**src/rtl/exec_pkg.sv**
```systemverilog
// Shared execute-stage definitions: datapath width, ALU opcodes and the
// multiply sequencer state encoding.
package exec_pkg;

   localparam int N = 64;

   localparam logic [3:0] ALU_ADD = 4'b0010;

   typedef enum logic [1:0] {
      IDLE = 2'd0,
      RUN  = 2'd1,
      DONE = 2'd2
   } mul_state_t;

endpackage : exec_pkg

```
**src/rtl/mul_step_cnt.sv**
```systemverilog
// Six-bit step counter for the multiply sequencer. Counts processed
// multiplier bits and flags the last possible step (63).
module mul_step_cnt (
   input  logic       clk,
   input  logic       reset,
   input  logic       load,
   input  logic       en,
   output logic [5:0] cnt,
   output logic       tc
);

   // Load restarts the count from zero and takes priority over enable.
   always_ff @(posedge clk or negedge reset) begin
      if (!reset) begin
         cnt <= 6'd0;
      end else if (load) begin
         cnt <= 6'd0;
      end else if (en) begin
         cnt <= cnt + 6'd1;
      end
   end

   assign tc = (cnt == 6'd63);

endmodule : mul_step_cnt

```
**src/rtl/exec_mul_seq.sv**
```systemverilog
// Iterative shift-add multiplier for the execute stage. Borrows the shared
// execute ALU for one add per multiplier bit and stalls the pipeline while
// it runs; the low N bits of the product are presented for one cycle.
//
//   state | meaning
//   ------+------------------------------------------------------------
//   IDLE  | waiting for a MUL in execute; start loads operands
//   RUN   | owns the ALU, one multiplier bit per cycle, pipeline stalled
//   DONE  | product valid for exactly one cycle, pipeline released
module exec_mul_seq
   import exec_pkg::*;
(
   input  logic         clk,
   input  logic         reset,
   input  logic         mul_E,
   input  logic         flush_E,
   input  logic [N-1:0] readData1_E,
   input  logic [N-1:0] readData2_E,
   input  logic [N-1:0] aluResult_E,
   output logic         alu_own,
   output logic [N-1:0] aluA,
   output logic [N-1:0] aluB,
   output logic [3:0]   aluCtl,
   output logic         stall,
   output logic         mul_done,
   output logic [N-1:0] mulResult
);

   mul_state_t   state;
   logic [N-1:0] acc;
   logic [N-1:0] mcand;
   logic [N-1:0] mplier;
   logic [5:0]   cnt;
   logic         cnt_tc;
   logic         start;
   logic         last_step;

   assign start     = (state == IDLE) && mul_E && !flush_E;
   // Stop once the remaining multiplier bits are all zero, so short
   // multipliers finish early instead of always taking 64 steps.
   assign last_step = cnt_tc || (mplier[N-1:1] == '0);

   mul_step_cnt u_step_cnt (
      .clk   (clk),
      .reset (reset),
      .load  (start || flush_E),
      .en    ((state == RUN) && !flush_E),
      .cnt   (cnt),
      .tc    (cnt_tc)
   );

   // Sequencer FSM and shift-add datapath registers; flush aborts from any state.
   always_ff @(posedge clk or negedge reset) begin
      if (!reset) begin
         state  <= IDLE;
         acc    <= '0;
         mcand  <= '0;
         mplier <= '0;
      end else if (flush_E) begin
         state <= IDLE;
         acc   <= '0;
      end else begin
         case (state)
            IDLE: begin
               if (start) begin
                  acc    <= '0;
                  mcand  <= readData1_E;
                  mplier <= readData2_E;
                  state  <= (readData2_E == '0) ? DONE : RUN;
               end
            end
            RUN: begin
               if (mplier[0]) begin
                  acc <= aluResult_E;
               end
               mcand  <= mcand << 1;
               mplier <= mplier >> 1;
               if (last_step) begin
                  state <= DONE;
               end
            end
            DONE: begin
               state <= IDLE;
            end
            default: begin
               state <= IDLE;
            end
         endcase
      end
   end

   // Output decode from registered state. Stall is combinational so the MUL
   // is held from its first cycle; a flush releases it immediately and
   // suppresses a pending result. Reset forces every output low.
   always_comb begin
      alu_own   = 1'b0;
      aluA      = '0;
      aluB      = '0;
      aluCtl    = 4'b0000;
      stall     = 1'b0;
      mul_done  = 1'b0;
      mulResult = '0;
      if (reset) begin
         stall = start || ((state == RUN) && !flush_E);
         if (state == RUN) begin
            alu_own = 1'b1;
            aluA    = acc;
            aluB    = mcand;
            aluCtl  = ALU_ADD;
         end
         if ((state == DONE) && !flush_E) begin
            mul_done  = 1'b1;
            mulResult = acc;
         end
      end
   end

endmodule : exec_mul_seq

```
**config.mk**
```make
export PLATFORM = sky130hd
export DESIGN_NAME = exec_mul_seq
export DESIGN_NICKNAME = d
export VERILOG_FILES = /design/src/rtl/exec_pkg.sv /design/src/rtl/mul_step_cnt.sv /design/src/rtl/exec_mul_seq.sv
export SDC_FILE = /design/constraint.sdc
export NUM_CORES = 1
export LEC_CHECK = 0
export BUFFER_PORTS_ARGS = -buffer_cell sky130_fd_sc_hd__buf_2
export CORE_AREA = 2 2 152 154
export DETAILED_ROUTE_END_ITERATION = 8
export DIE_AREA = 0 0 154 156
export PLACE_DENSITY = 0.73
export SYNTH_ARGS = -nofsm -noshare
export SYNTH_HDL_FRONTEND = slang
export SYNTH_SLANG_ARGS = --single-unit
```
**constraint.sdc**
```tcl
create_clock -name clk -period 1.65 [get_ports clk]
set_input_delay 0.165 -clock clk [delete_from_list [all_inputs] [get_ports clk]]
set_output_delay 0.165 -clock clk [all_outputs]
set_load 0.03 [all_outputs]
```
Yosys cells after proc, flatten, opt, wreduce, memory -nomap -nowiden. Index checks and enable logic that the tools add are counted.

Logic and storage cells: 59. Output and inout bits: 199. Register bits after elaboration: 200.

$add $sub $neg: 1. Reduce and logical (&&, ||, !) cells: 17. Bitwise logic cells: 1. Muxes and demuxes: 28. Eq/ne operators: 7.

Operator list (number): 2-to-1 mux 64 bit (11); one-hot mux 64 bit (2 select lines) (3); logical NOT 64 bit (1); logical NOT 63 bit (1); 2-to-1 mux 2 bit (6); 2-to-1 mux 6 bit (2); inequality test 3 bit, second input constant (3); adder 6 x 1 -> 6 bit, second input constant (1); == test 6 bit, second input constant (1); AND reduction 3 bit (2); 2-to-1 mux 1 bit (5); logical AND 1 bit (4); one-hot mux 2 bit (2 select lines) (1); nonzero test 2 bit (2); logical OR 1 bit (3); nonzero test 3 bit (1); == test 2 x 1 -> 1 bit, second input constant (1); == test 2 bit, second input constant (1); logical NOT 2 bit (1); inequality test 2 bit, second input constant (1); AND reduction 2 bit (1); logical NOT 1 bit (1); inverter 1 bit (1).

Longest topological paths before layout.
Depth in word-level cells: 6. Gate-level depth with buffers: 7.

By module. A second synthesis with hierarchy kept.

Cells, all modules: 1285. Area, all modules: 10323.7 um2.

By module, submodules not included: exec_mul_seq (times used 1, cells an instance 1257, seq. area each 4854.7 um2, area an instance 10042.1 um2); mul_step_cnt (times used 1, cells an instance 28, seq. area each 150.1 um2, area an instance 281.5 um2).

Worst setup path after synthesis. Ideal clock, no wire load.

Kind: register to output. From: reg state[1]. To: out aluCtl[1]. Required time: 1.485 ns. Buffers on the path: 4. Cell stages (with the launch flop): 7. Arrival time: 1.723 ns. Path slack: -0.238 ns. Cell sequence: dfrtp_1 -> nand2b_1 -> buf_2 -> buf_2 -> buf_2 -> nor2_1 -> buf_4.

Cells in the longest elaborated chain, start to end: 3.

Ends and longest elaborated chain: start, declared (line exec_mul_seq.sv:29) `mul_state_t state;`; start signal, assigned (line exec_mul_seq.sv:69) `state <= (readData2_E == '0) ? DONE : RUN;`; == test 2 x 1 -> 1 bit (line exec_mul_seq.sv:105) `if (state == RUN) begin`; 2-to-1 mux 2 bit (line exec_mul_seq.sv:105); 2-to-1 mux 2 bit (line exec_mul_seq.sv:103) `if (reset) begin`; end, declared (line exec_mul_seq.sv:23) `output logic [3:0] aluCtl,`.

No other way between the ends.

Final worst setup path.
From: reg state[0]. To: out mulResult[39].

Cells in the longest elaborated chain, start to end: 4.

Ends and longest elaborated chain: == test 2 bit (line exec_mul_seq.sv:111) `if ((state == DONE) && !flush_E) begin`; logical AND 1 bit (line exec_mul_seq.sv:111); 2-to-1 mux 64 bit (line exec_mul_seq.sv:111); 2-to-1 mux 64 bit (line exec_mul_seq.sv:103); end, declared (line exec_mul_seq.sv:26) `output logic [N-1:0] mulResult`.

No other way between the ends.

==> metrics.md <==
| Metric | Value |
|---|---|
| Outcome | `finished with violations` |
| Failing checks | `negative hold slack, negative setup slack` |
| Hold slack | `-0.339 ps` |
| First-pass GRT wire length | `a little under 70000 µm` |
| Average wire per standard cell | `27.5 µm` |
| Reg2Reg Setup Slack | `-330 ps` |
| Final hold vios | `1` |
| Crit Path Max Fanout | `19` |
| CP Buf/Inv Count | `4` |
| Largest net degree at the start of global routing | `between 100 and 150` |
| Area Growth Syn to Fin | `82.5%` |
| Avg Synthesized Cell Area | `roughly 8 µm²` |
| Post-Place Cells | `between 1500 and 2000` |
| Share of cells above drive strength 1 | `0.388` |
| DR vias/cell | `about 6.6` |
| Synth Flop Type | `dfrtp_1` |
| WL final | `60200 µm` |
| Initial antenna violation count | `6` |
| GRT Overall Usage | `0.363` |
| CP endpoint kind | `output port` |
| Clk_skew | `about 18 ps` |
| Die Width | `154 µm` |
| Worst-Skew Late Latency | `between 400 and 500 ps` |
| Final setup violation count | `about 390` |
| Final worst path period share | `1.24` |
| Worst path slowest cell | `dfrtp_1` |
| Req. time, crit path | `1480 ps` |
| Placed cell areas | `0.0127 mm²` |
| # clock sinks | `200` |
| Drt first-iter violations | `2247` |
| Largest stage delay, worst path | `between 400 and 500 ps` |
| GPL Wtd Cong | `0.933` |
| Crit-path cells | `inv_1, and4_4, buf_12, buf_12, and2_1, buf_6` |
| Fin worst setup slack | `-403 ps` |
| # rows | `55` |
| Critical Path AT | `roughly 1900 ps` |
| Finished Layout Cells | `roughly 2200` |
| TritonCTS buffer count | `17` |
| Worst slew pin tran | `a little over 700 ps` |
| Reg2reg end | `mcand[14]` |
| Fin util | `0.846` |
| Clock transition at the registers of the reported paths | `90 ps` |
| Vias | `14500` |
| Worst path top cell family by delay | `buffers and inverters` |
| Max H-tree Level | `4` |
| Area occupied by multi-input gates | `roughly 0.0055 mm²` |
| Peak supply drop | `0.842 mV` |
| PD cells | `roughly 1400 mW/mm²` |
| Headroom to the max-slew limit | `0.513` |
| Final ANT Viol Nets | `0` |
| Synth async-reset ratio | `1.00` |
| Initial core utilization | `0.464` |
| Setup crit start kind | `flip-flop` |
| Cell count along the critical path | `6` |
| CTS tree | `built` |
| Hold Crit Class | `in -> reg` |
| Mapped cell area | `approximately 0.010 mm²` |
| Reg2reg path depth | `10` |
| Number of I/O pins | `395` |
| Vias in the first global route | `about 12000` |
| Cells after Synth | `1297` |
| Max Cap Viol | `0` |
| EDFF count, synth | `0` |
| Root Driver | `clkbuf_16` |
| Clock buffer depth | `2` |
| Setup crit end | `mulResult[39]` |
| Overflow after GRT | `0` |
| Final net count | `2087` |
| Die Height | `~160 µm` |
| Final Cell Area | `0.0189 mm²` |
| Final HPWL DP | `approximately 24000 µm` |
| Critical Path Start | `state[0]` |
| Synth warn | `0` |
| Crit Path Class | `reg -> out` |
| Static Leak | `roughly 8.7 nW` |
| Post-synthesis sequential area ratio | `0.483` |
| Drt pass-1 iters | `8` |
| Fill cells | `~1000` |
| RSZ-0062 raised after global routing | `true` |
| Core area | `around 0.022 mm²` |
| CP dominant cell by count | `buf_12` |
| Die area | `around 0.024 mm²` |
| Residual DRC | `0` |
| Reg2reg start | `state[0]` |
| Count of state elements after synthesis | `200` |
| Slew Viols, Final | `0` |
| Post-placement worst setup slack | `-320 ps` |
| Sequential cell area | `between 0.005 and 0.006 mm²` |
| FMAX | `487 MHz` |
| Number of I/O port buffers | `~400` |
| Synth cell types | `32` |
| Final Critical Period | `~2100 ps` |
cells by family (layout without fill, tap and decap cells):
group,count (synthesis),after routing,synth area share
compound gates,202,202,0.115
mux,1,1,0.000965
flops,200,200,0.483
other cells,1,8,0.000362
xor+xnor,4,4,0.00338
simple gates,702,702,0.312
buf+inv,186,790,0.0848
fa+ha+maj,1,1,0.00121
per-stage QoR:
step | setup TNS, ps | power (mW)
final | -96370 | 25.7
after global routing | -113070 | 26.4
after CTS | -67430 | 21.4
after detailed placement | -675 | 15.4
after global placement | -695 | 15.1
after floorplan | -11620 | 12.9
layout by cell type, fill, tap and decap left out, types with 11 or more instances in the layout:
cell and instances:
dlygate4sd3_1 150, and3_4 25, dfrtp_1 199, buf_8 11
nand3_1 54, buf_6 181, clkbuf_16 49, inv_1 67
and3_1 39, nor2_1 132, and2_1 28, buf_4 71
buf_2 194, nand2_1 263, nor3_4 31, buf_16 22
nor3_2 32, buf_12 26, a31oi_1 117, o21ai_0 43
o21ai_2 14, and2_4 36, nor4_1 32
synth_stat cells (32+ instances only):
master | instances | share of area
buf_2 | 57 | 0.028
inv_1 | 68 | 0.025
and3_1 | 64 | 0.039
dfrtp_1 | 200 | 0.48
nor4_1 | 32 | 0.019
clkbuf_1 | 38 | 0.014
nor3_1 | 65 | 0.031
and2_1 | 64 | 0.039
nand2_1 | 264 | 0.096
nor2_1 | 134 | 0.048
nand3_1 | 66 | 0.032
o21ai_0 | 66 | 0.032
a31oi_1 | 126 | 0.076
registers in the layout, summed over array words and instances, names as in the netlist:
register        flops
mcand              64
u_step_cnt.cnt      6
acc                64
state               2
mplier             64
power by group:
part / internal [mW] / switching (mW) / total [mW] / leakage, nW
sequential: 6.67 / 1.90 / 8.57 / 2.40
clock: 2.01 / 2.24 / 4.25 / 0.280
combinational: 5.64 / 7.25 / 12.9 / 6.03
total: 14.3 / 11.4 / 25.7 / 8.72
worst reg2reg max path, cell delays in order (launching register included):
cell,delay [ps]
dfrtp_1,420
buf_4,160
nand2b_4,110
buf_12,170
buf_6,110
buf_8,110
buf_12,180
buf_12,130
buf_6,150
nand2_1,90
a31oi_1,250
worst min-delay path by stage:
| stage | startpoint | endpoint | slack (ps) | depth (start not counted) |
|---|---|---|---|---|
| global route | readData2_E[23] | mplier[23] | -0.7 | 3 |
| CTS | readData1_E[13] | mcand[13] | 0.07 | 3 |
| detailed placement | reset | mcand[51] | 250 | 2 |
| finish | aluResult_E[37] | acc[37] | -0.3 | 3 |
| global placement | reset | mcand[0] | 250 | 2 |
| floorplan | reset | acc[0] | -130 | 0 |
cell type report:
cell class | count | area share
clock inverter | 14 | 0.00740
inverter | 68 | 0.0135
tap | 285 | 0.0188
clock buffer | 18 | 0.0227
antenna | 5 | 0.000661
multi-input combinational | 913 | 0.292
timing repair buffer | 690 | 0.381
sequential | 200 | 0.264
layer usage:
layer,vias to the layer above,GRT usage,wire (µm)
met5,-,0,13
li1,5579,-,-
met1,6722,0.442,19300
met2,1653,0.587,27200
met4,2,0.227,5820
met3,573,0.0842,7890
repair_timing:
action | in CTS | in global routing
hold buffers | 151 | 0
resized for setup | 435 | 213
hold endpoints to repair | 238 | 0
endpoints found under the setup margin | 222 | 441
pin swaps | 12 | 12
cloned | 15 | 43
buffers inserted | 18 | 30
Note: power is estimated with default switching activity, not from simulation.
